==> config.mk <==
export PLATFORM = sky130hd
export DESIGN_NAME = sdp_ram_be_init_flat
export DESIGN_NICKNAME = d
export VERILOG_FILES = /design/src/rtl/sdp_ram_pkg.sv /design/src/rtl/sdp_ram_be_init_if.sv /design/src/rtl/sdp_ram_init_seq.sv /design/src/rtl/sdp_ram_be_init.sv /design/src/flat_wrapper.sv
export SDC_FILE = /design/constraint.sdc
export NUM_CORES = 1
export LEC_CHECK = 0
export CELL_PAD_IN_SITES_DETAIL_PLACEMENT = 0
export CELL_PAD_IN_SITES_GLOBAL_PLACEMENT = 1
export CORE_MARGIN = 2
export CORE_UTILIZATION = 40
export CTS_CLUSTER_SIZE = 8
export DETAILED_ROUTE_END_ITERATION = 8
export PLACE_DENSITY_LB_ADDON = 0.05
export SYNTH_ARGS = -nofsm -noshare
export SYNTH_HDL_FRONTEND = slang
export SYNTH_SLANG_ARGS = --single-unit
export TNS_END_PERCENT = 1
==> constraint.sdc <==
create_clock -name clk -period 3.3 [get_ports clk]
set_input_delay 0.33 -clock clk [delete_from_list [all_inputs] [get_ports clk]]
set_output_delay 0.33 -clock clk [all_outputs]
set_load 0.02 [all_outputs]
==> src/rtl/sdp_ram_pkg.sv <==
// -----------------------------------------------------------------------------
// sdp_ram_pkg
// Shared types and helpers for the sdp_ram_be_init memory.
//   ram_state_t : sweep sequencer states (ST_INIT while the array is being
//                 cleared, ST_READY for normal operation)
//   byte_merge  : lane-wise merge of a new word into an old word, used both
//                 for the array write and for the write-first collision bypass
// -----------------------------------------------------------------------------
package sdp_ram_pkg;

  typedef enum logic {
    ST_INIT  = 1'b0,
    ST_READY = 1'b1
  } ram_state_t;

  // Widest word the merge helper handles; callers zero-extend into it and
  // truncate the result back to their own width.
  localparam int MAX_DATA_W = 256;

  // Bit j belongs to lane j/byte_w; take the new bit where that lane is
  // enabled, the old bit otherwise. Lanes beyond the caller's NUM_BYTES have
  // zero enables, so the (unused) upper bits simply keep the old value.
  function automatic logic [MAX_DATA_W-1:0] byte_merge(
    input logic [MAX_DATA_W-1:0] old_word,
    input logic [MAX_DATA_W-1:0] new_word,
    input logic [MAX_DATA_W-1:0] be,
    input int                    byte_w
  );
    logic [MAX_DATA_W-1:0] res;
    logic [7:0]            lane;
    res = old_word;
    for (int j = 0; j < MAX_DATA_W; j++) begin
      lane = 8'(j / byte_w);
      if (be[lane]) res[j] = new_word[j];
    end
    return res;
  endfunction

endpackage

==> src/rtl/sdp_ram_be_init_if.sv <==
// -----------------------------------------------------------------------------
// sdp_ram_be_init_if
// Write port, read port and status of the single-clock simple-dual-port RAM.
//   master : drives wen/waddr/wbe/wdata and ren/raddr; observes
//            rdata/rvalid/init_done
//   slave  : the memory side
//
// Handshake: there is no back-pressure. A request (wen or ren) is accepted at
// a rising edge exactly when init_done is high at that edge; requests while
// init_done is low are dropped. Every accepted read produces exactly one
// cycle of rvalid, READ_LATENCY cycles after its edge, in request order;
// rdata holds its last value while rvalid is low.
// -----------------------------------------------------------------------------
interface sdp_ram_be_init_if #(
  parameter int DATA_WIDTH = 32,
  parameter int ADDR_WIDTH = 5,
  parameter int BYTE_WIDTH = 8
);
  localparam int NUM_BYTES = DATA_WIDTH / BYTE_WIDTH;

  logic                  wen;
  logic [ADDR_WIDTH-1:0] waddr;
  logic [NUM_BYTES-1:0]  wbe;
  logic [DATA_WIDTH-1:0] wdata;
  logic                  ren;
  logic [ADDR_WIDTH-1:0] raddr;
  logic [DATA_WIDTH-1:0] rdata;
  logic                  rvalid;
  logic                  init_done;

  modport master (
    output wen, waddr, wbe, wdata, ren, raddr,
    input  rdata, rvalid, init_done
  );

  modport slave (
    input  wen, waddr, wbe, wdata, ren, raddr,
    output rdata, rvalid, init_done
  );

endinterface

==> src/rtl/sdp_ram_init_seq.sv <==
// -----------------------------------------------------------------------------
// sdp_ram_init_seq
// INIT/READY sequencer. After reset it walks every address once, asserting
// init_we_o with init_addr_o = 0 .. DEPTH-1, then parks in READY.
// Ports:
//   clk, rst      : clock, synchronous active-high reset
//   init_we_o     : write INIT_VALUE to init_addr_o at this edge
//   init_addr_o   : sweep address
//   init_done_o   : high in READY (user accesses accepted)
//   state_o       : current state, for observation
// -----------------------------------------------------------------------------
module sdp_ram_init_seq
  import sdp_ram_pkg::*;
#(
  parameter int ADDR_WIDTH = 5
) (
  input  logic                  clk,
  input  logic                  rst,
  output logic                  init_we_o,
  output logic [ADDR_WIDTH-1:0] init_addr_o,
  output logic                  init_done_o,
  output ram_state_t            state_o
);

  ram_state_t            state_q, state_d;
  logic [ADDR_WIDTH-1:0] cnt_q, cnt_d;

  always_ff @(posedge clk) begin
    if (rst) begin
      state_q <= ST_INIT;
      cnt_q   <= '0;
    end else begin
      state_q <= state_d;
      cnt_q   <= cnt_d;
    end
  end

  always_comb begin
    state_d   = state_q;
    cnt_d     = cnt_q;
    init_we_o = 1'b0;
    case (state_q)
      ST_INIT: begin
        init_we_o = 1'b1;
        cnt_d     = cnt_q + 1'b1;
        // The write of the last address completes the sweep.
        if (cnt_q == {ADDR_WIDTH{1'b1}}) state_d = ST_READY;
      end
      ST_READY: state_d = ST_READY;
      default:  state_d = ST_INIT;
    endcase
  end

  assign init_addr_o = cnt_q;
  assign init_done_o = (state_q == ST_READY);
  assign state_o     = state_q;

endmodule

==> src/rtl/sdp_ram_be_init.sv <==
// -----------------------------------------------------------------------------
// sdp_ram_be_init
// Single-clock simple-dual-port RAM with per-byte write enables, read latency
// of 1 or 2 with a read-valid strobe, defined same-address collision result
// and a hardware clearing sweep after every reset.
// Ports:
//   clk, rst : clock, synchronous active-high reset
//   bus      : write/read port and status (sdp_ram_be_init_if.slave)
//   state_o  : sequencer state, for observation
// -----------------------------------------------------------------------------
module sdp_ram_be_init
  import sdp_ram_pkg::*;
#(
  parameter int                    DATA_WIDTH   = 32,
  parameter int                    ADDR_WIDTH   = 5,
  parameter int                    BYTE_WIDTH   = 8,
  parameter int                    READ_LATENCY = 1,
  parameter int                    WRITE_FIRST  = 1,
  parameter logic [DATA_WIDTH-1:0] INIT_VALUE   = '0
) (
  input  logic                clk,
  input  logic                rst,
  sdp_ram_be_init_if.slave    bus,
  output ram_state_t          state_o
);

  localparam int NUM_BYTES = DATA_WIDTH / BYTE_WIDTH;
  localparam int DEPTH     = 2 ** ADDR_WIDTH;

  if (NUM_BYTES * BYTE_WIDTH != DATA_WIDTH) begin : g_bad_width
    $error("sdp_ram_be_init: DATA_WIDTH must be a multiple of BYTE_WIDTH");
  end
  if (READ_LATENCY != 1 && READ_LATENCY != 2) begin : g_bad_latency
    $error("sdp_ram_be_init: READ_LATENCY must be 1 or 2");
  end

  // ---------------------------------------------------------------------------
  // Sweep sequencer
  // ---------------------------------------------------------------------------
  logic                  init_we;
  logic [ADDR_WIDTH-1:0] init_addr;
  logic                  ready;

  sdp_ram_init_seq #(
    .ADDR_WIDTH (ADDR_WIDTH)
  ) u_init_seq (
    .clk         (clk),
    .rst         (rst),
    .init_we_o   (init_we),
    .init_addr_o (init_addr),
    .init_done_o (ready),
    .state_o     (state_o)
  );

  assign bus.init_done = ready;

  // ---------------------------------------------------------------------------
  // Array and write port
  // ---------------------------------------------------------------------------
  logic [DATA_WIDTH-1:0] ram_q [DEPTH];
  logic                  wr_fire;
  logic                  rd_fire;
  logic [DATA_WIDTH-1:0] wr_merged;
  logic [DATA_WIDTH-1:0] rd_word;

  // A reset edge accepts nothing, even if the sequencer is still in READY.
  assign wr_fire = ready && !rst && bus.wen;
  assign rd_fire = ready && !rst && bus.ren;

  assign wr_merged = DATA_WIDTH'(byte_merge(MAX_DATA_W'(ram_q[bus.waddr]),
                                            MAX_DATA_W'(bus.wdata),
                                            MAX_DATA_W'(bus.wbe),
                                            BYTE_WIDTH));

  // The sequencer only asserts init_we in INIT, where user writes are not
  // accepted, so the two write sources never compete.
  always_ff @(posedge clk) begin
    if (init_we) begin
      ram_q[init_addr] <= INIT_VALUE;
    end else if (wr_fire) begin
      ram_q[bus.waddr] <= wr_merged;
    end
  end

  // Same-edge same-address read sees the merged word in write-first mode and
  // the pre-write contents otherwise.
  always_comb begin
    rd_word = ram_q[bus.raddr];
    if (WRITE_FIRST != 0 && wr_fire && bus.waddr == bus.raddr) rd_word = wr_merged;
  end

  // ---------------------------------------------------------------------------
  // Read pipeline. Stage 1 samples the array at the ren edge; stage 2 (latency
  // 2 only) just re-registers it, so later writes cannot affect it.
  // ---------------------------------------------------------------------------
  logic                  s1_v_q;
  logic [DATA_WIDTH-1:0] s1_data_q;

  always_ff @(posedge clk) begin
    if (rst) begin
      s1_v_q    <= 1'b0;
      s1_data_q <= '0;
    end else begin
      s1_v_q <= rd_fire;
      if (rd_fire) s1_data_q <= rd_word;
    end
  end

  if (READ_LATENCY == 2) begin : g_lat2
    logic                  s2_v_q;
    logic [DATA_WIDTH-1:0] s2_data_q;

    always_ff @(posedge clk) begin
      if (rst) begin
        s2_v_q    <= 1'b0;
        s2_data_q <= '0;
      end else begin
        s2_v_q <= s1_v_q;
        if (s1_v_q) s2_data_q <= s1_data_q;
      end
    end

    assign bus.rdata  = s2_data_q;
    assign bus.rvalid = s2_v_q;
  end else begin : g_lat1
    assign bus.rdata  = s1_data_q;
    assign bus.rvalid = s1_v_q;
  end

endmodule
==> src/flat_wrapper.sv <==
// flat-port wrapper written by rule: the top's interface ports become plain ports
module sdp_ram_be_init_flat import sdp_ram_pkg::*;
#(
  parameter int                    DATA_WIDTH   = 32,
  parameter int                    ADDR_WIDTH   = 5,
  parameter int                    BYTE_WIDTH   = 8,
  parameter int                    READ_LATENCY = 1,
  parameter int                    WRITE_FIRST  = 1,
  parameter logic [DATA_WIDTH-1:0] INIT_VALUE   = '0
)
  (clk, rst, state_o, bus_wen, bus_waddr, bus_wbe, bus_wdata, bus_ren, bus_raddr, bus_rdata, bus_rvalid, bus_init_done);
  sdp_ram_be_init_if #(.DATA_WIDTH(DATA_WIDTH), .ADDR_WIDTH(ADDR_WIDTH), .BYTE_WIDTH(BYTE_WIDTH)) bus_i ();
  input  logic clk;
  input  logic rst;
  output ram_state_t state_o;
  input wire logic [$bits(bus_i.wen)-1:0] bus_wen;
  input wire logic [$bits(bus_i.waddr)-1:0] bus_waddr;
  input wire logic [$bits(bus_i.wbe)-1:0] bus_wbe;
  input wire logic [$bits(bus_i.wdata)-1:0] bus_wdata;
  input wire logic [$bits(bus_i.ren)-1:0] bus_ren;
  input wire logic [$bits(bus_i.raddr)-1:0] bus_raddr;
  output wire logic [$bits(bus_i.rdata)-1:0] bus_rdata;
  output wire logic [$bits(bus_i.rvalid)-1:0] bus_rvalid;
  output wire logic [$bits(bus_i.init_done)-1:0] bus_init_done;
  assign bus_i.wen = bus_wen;
  assign bus_i.waddr = bus_waddr;
  assign bus_i.wbe = bus_wbe;
  assign bus_i.wdata = bus_wdata;
  assign bus_i.ren = bus_ren;
  assign bus_i.raddr = bus_raddr;
  assign bus_rdata = bus_i.rdata;
  assign bus_rvalid = bus_i.rvalid;
  assign bus_init_done = bus_i.init_done;
  sdp_ram_be_init #(.DATA_WIDTH(DATA_WIDTH), .ADDR_WIDTH(ADDR_WIDTH), .BYTE_WIDTH(BYTE_WIDTH), .READ_LATENCY(READ_LATENCY), .WRITE_FIRST(WRITE_FIRST), .INIT_VALUE(INIT_VALUE)) u_core (.clk(clk), .rst(rst), .bus(bus_i), .state_o(state_o));
endmodule
==> flow_metrics.tcl <==
set metrics [dict create \
    drc_errors 0 \
    grt_start_max_net_pins 59 \
    cts.clk_slew.worst_paths_ps 60 \
    clkLatencyLatePin_ps 790 \
    core_um2 124000 \
    power_uw 31900 \
    wire_per_inst_um 38.0 \
    drive_gt1_share_pct 23.7 \
    synth_ff_type "edfxtp_1" \
    max_stage_delay_ps 730 \
    detailed_place_hpwl_um 113000 \
    cts_hold_buf 0 \
    cts_resized 0 \
    fin_crit_sh_pct 93.7 \
    holdWs_ps 293 \
    synth_edf_count 1024 \
    overflow 0 \
    route.met2.wl_um 89300 \
    worstMarginPinSlew_ps 1240 \
    ys_top_cells_by_area "edfxtp_1 (62%), mux2i_1 (11%), mux4_2 (10%), a22oi_1 (3.1%), dfxtp_1 (1.6%)" \
    fp.dieW_um 357 \
    drt_first_iter_violations 3940 \
    fmax_mhz 323 \
    ir_worst_vdd_mv 0.570 \
    seq_area_frac_synth_pct 63.3 \
    syn_nets 3084 \
    final_area_um2 59600 \
    cts_inserted_buffers 151 \
    io_buffers 84 \
    finalCriticalPeriod_ps 3090 \
    synth_largest_area_cell "edfxtp_1" \
    ys_warn_count 0 \
    fp-row-count 129 \
    wl_um 192000 \
    async_flop_share_pct 0 \
    maxSlewViolCount 0 \
    die_h_um 357 \
    synthDistinctLibCells 63 \
    holdCritPathClass "primary input to register" \
    cp_slowest_cell "a2bb2oi_1" \
    synth-seq-cells 1063 \
    placed_cell_area_um2 55200 \
    highest_layer "met5" \
    cp_cell_sequence "mux4_2 > a2bb2oi_1 > a21oi_1 > nand2_1 > o2111ai_1 > inv_1" \
    grtUsageTotal_pct 30.1 \
    start_util_pct 40.3 \
    grt_pass1_vias 32900 \
    worstPathMaxFanout 32 \
    dp.cells 4800 \
    total_leakage_power_uw 0.0221 \
    clk_path_buf_depth 3 \
    yosysTopAreaCellShare_pct 61.7 \
    grt_pass1_wl_um 264000 \
    p_per_area_nw_per_um2 536 \
    post_cts_buffers 0 \
    path_class "register to register" \
    postSynthCellCount 3032 \
    final_antenna_net_count 0 \
    hold_path_depth 3 \
    cp-end-kind "register" \
    hold_viol 0 \
    maxSlewHeadroom_pct 17.5 \
    cts_root_buf "clkbuf_16" \
    outcome "completed" \
    syn_to_final_growth_pct 19.5 \
    tritoncts "done" \
    cts_sinks 1063 \
    maxCapViolCount 0 \
    netlist_area_um2 49800 \
    postSynthAreaPerCell_um2 16.4 \
    firstDrtPassIters 5 \
    cp-start-kind "register" \
    htree_levels 4 \
    cp.arrival_ps 3540 \
    vias 32700 \
    wl_met3_um 15100 \
    viasPerCell 6.45 \
    dieArea_um2 127000 \
    io_pins 85 \
    ff2ff_path_depth 6 \
    final_nets 3368 \
    setup_violations 0 \
    cp.required_ps 3750 \
    post-route-util_pct 48.2 \
    rsz0062_at_grt "false" \
    antenna_found_initial 9 \
    skew_ps 34.5 \
    wl_met1_um 81600 \
    gp_congestion 0.834 \
    layoutNonFillerInstCount 5067 \
]
-- metrics by stage --
| step | setup TNS, ps | worst slack, ps |
|---|---|---|
| after floorplan | -286130 | -281 |
| after global placement | -16460 | -515 |
| after detailed placement | -17160 | -537 |
| after CTS | 0 | 139 |
| after global routing | 0 | 80.7 |
| final | 0 | 208 |
-- sequential cells by signal, indices dropped and copies added (netlist names) --
register	count
u_core.bus.rvalid	1
u_core.u_init_seq.init_done_o	1
u_core.bus.rdata	32
u_core.ram_q	1024
u_core.u_init_seq.init_addr_o	5
-- per-layer routing --
metal | track usage (%) | up-vias
li1 | - | 13200
met1 | 42.0 | 17500
met2 | 47.2 | 1669
met3 | 5.76 | 344
met4 | 10.7 | 8
met5 | 0 | -
-- cell usage after synthesis (4+ instances only) --
master,number
buf_6,14
o21ba_2,5
nand3b_1,7
or2_2,5
a22oi_1,208
a21oi_1,33
dfxtp_1,39
mux4_2,224
a221o_1,30
a211oi_1,59
a211o_1,15
nor3_1,6
and2_1,12
buf_1,17
mux2_1,8
buf_2,81
a2111oi_0,4
xnor2_1,5
nand3_1,34
mux2i_1,569
a31oi_1,53
o21ai_0,41
mux2_2,50
nor2_1,94
a2bb2oi_1,11
o221ai_1,11
o22ai_1,63
and3_1,30
nor2b_1,9
o2111a_1,9
nand2_1,59
inv_1,7
buf_4,22
clkbuf_1,103
a21boi_0,25
edfxtp_1,1024
-- final cells by class --
class,count,area [um2]
multi-input combinational,1719,17400
sequential,1063,31500
fill,10600,64100
antenna,2,5.00
clock buffer,250,4170
clock inverter,15,213
tap,1637,2050
timing repair buffer,371,4110
inverter,10,37.5
-- path summary, 6_finish.rpt --
check                                           from                          endpoint  slack, ps
worst max register to register  u_core.ram_q[18][25]              u_core.ram_q[21][25]        210
worst max-delay path            u_core.ram_q[18][25]              u_core.ram_q[21][25]        210
worst min-delay path                             rst  u_core.u_init_seq.init_addr_o[3]        290
worst min register to register  u_core.bus.rdata[14]              u_core.bus.rdata[14]        510
-- power by group --
group	switching [uW]	leakage, uW	internal [uW]	total (uW)
clock network	6010	0.00209	8600	14600
registers	65.0	0.0113	14800	14800
logic	1560	0.00873	949	2510
-- worst max-delay path: cells and delay by family (launching register included) --
kind	cells	cell delay [ps]
AO/OA/AOI/OAI	3	1340
multiplexers	1	230
AND/OR/NAND/NOR	1	180
buffers and inverters	1	660
flip-flops	1	340
-- placed cells by master (no fill, tap or decap), types with 5 or more instances in the layout --
master,Yosys,final
edfxtp_1,1024,1024
mux2i_1,569,569
mux4_2,224,224
a22oi_1,208,208
buf_4,22,199
clkbuf_16,0,152
clkbuf_1,103,98
buf_12,0,89
clkdlybuf4s50_1,0,77
o22ai_1,63,63
nand2_1,59,58
nor2_1,94,57
a211oi_1,59,55
a31oi_1,53,53
mux2_2,50,50
o21ai_0,41,41
dfxtp_1,39,39
nor2_4,0,35
nand3_1,34,34
and3_1,30,30
a221o_1,30,30
a21oi_1,33,29
a21boi_0,25,25
a211o_1,15,15
o221ai_1,11,11
a2bb2oi_1,11,11
and2_1,12,10
o2111a_1,9,9
mux2_1,8,8
nand3b_1,7,7
a211oi_2,3,7
inv_1,7,7
or2_2,5,5
o21ba_2,5,5
xnor2_1,5,5
inv_6,0,5
clkinv_8,0,5
-- cells by family after synthesis --
logic type | synth area share, %
AO/OA/AOI/OAI | 8.70
adder cells (fa/ha/maj) | 0.0502
flip-flops | 63.3
XOR/XNOR | 0.123
buffers and inverters | 2.47
AND/OR/NAND/NOR | 2.48
multiplexers | 22.9
Note: power is estimated with default switching activity, not from simulation.
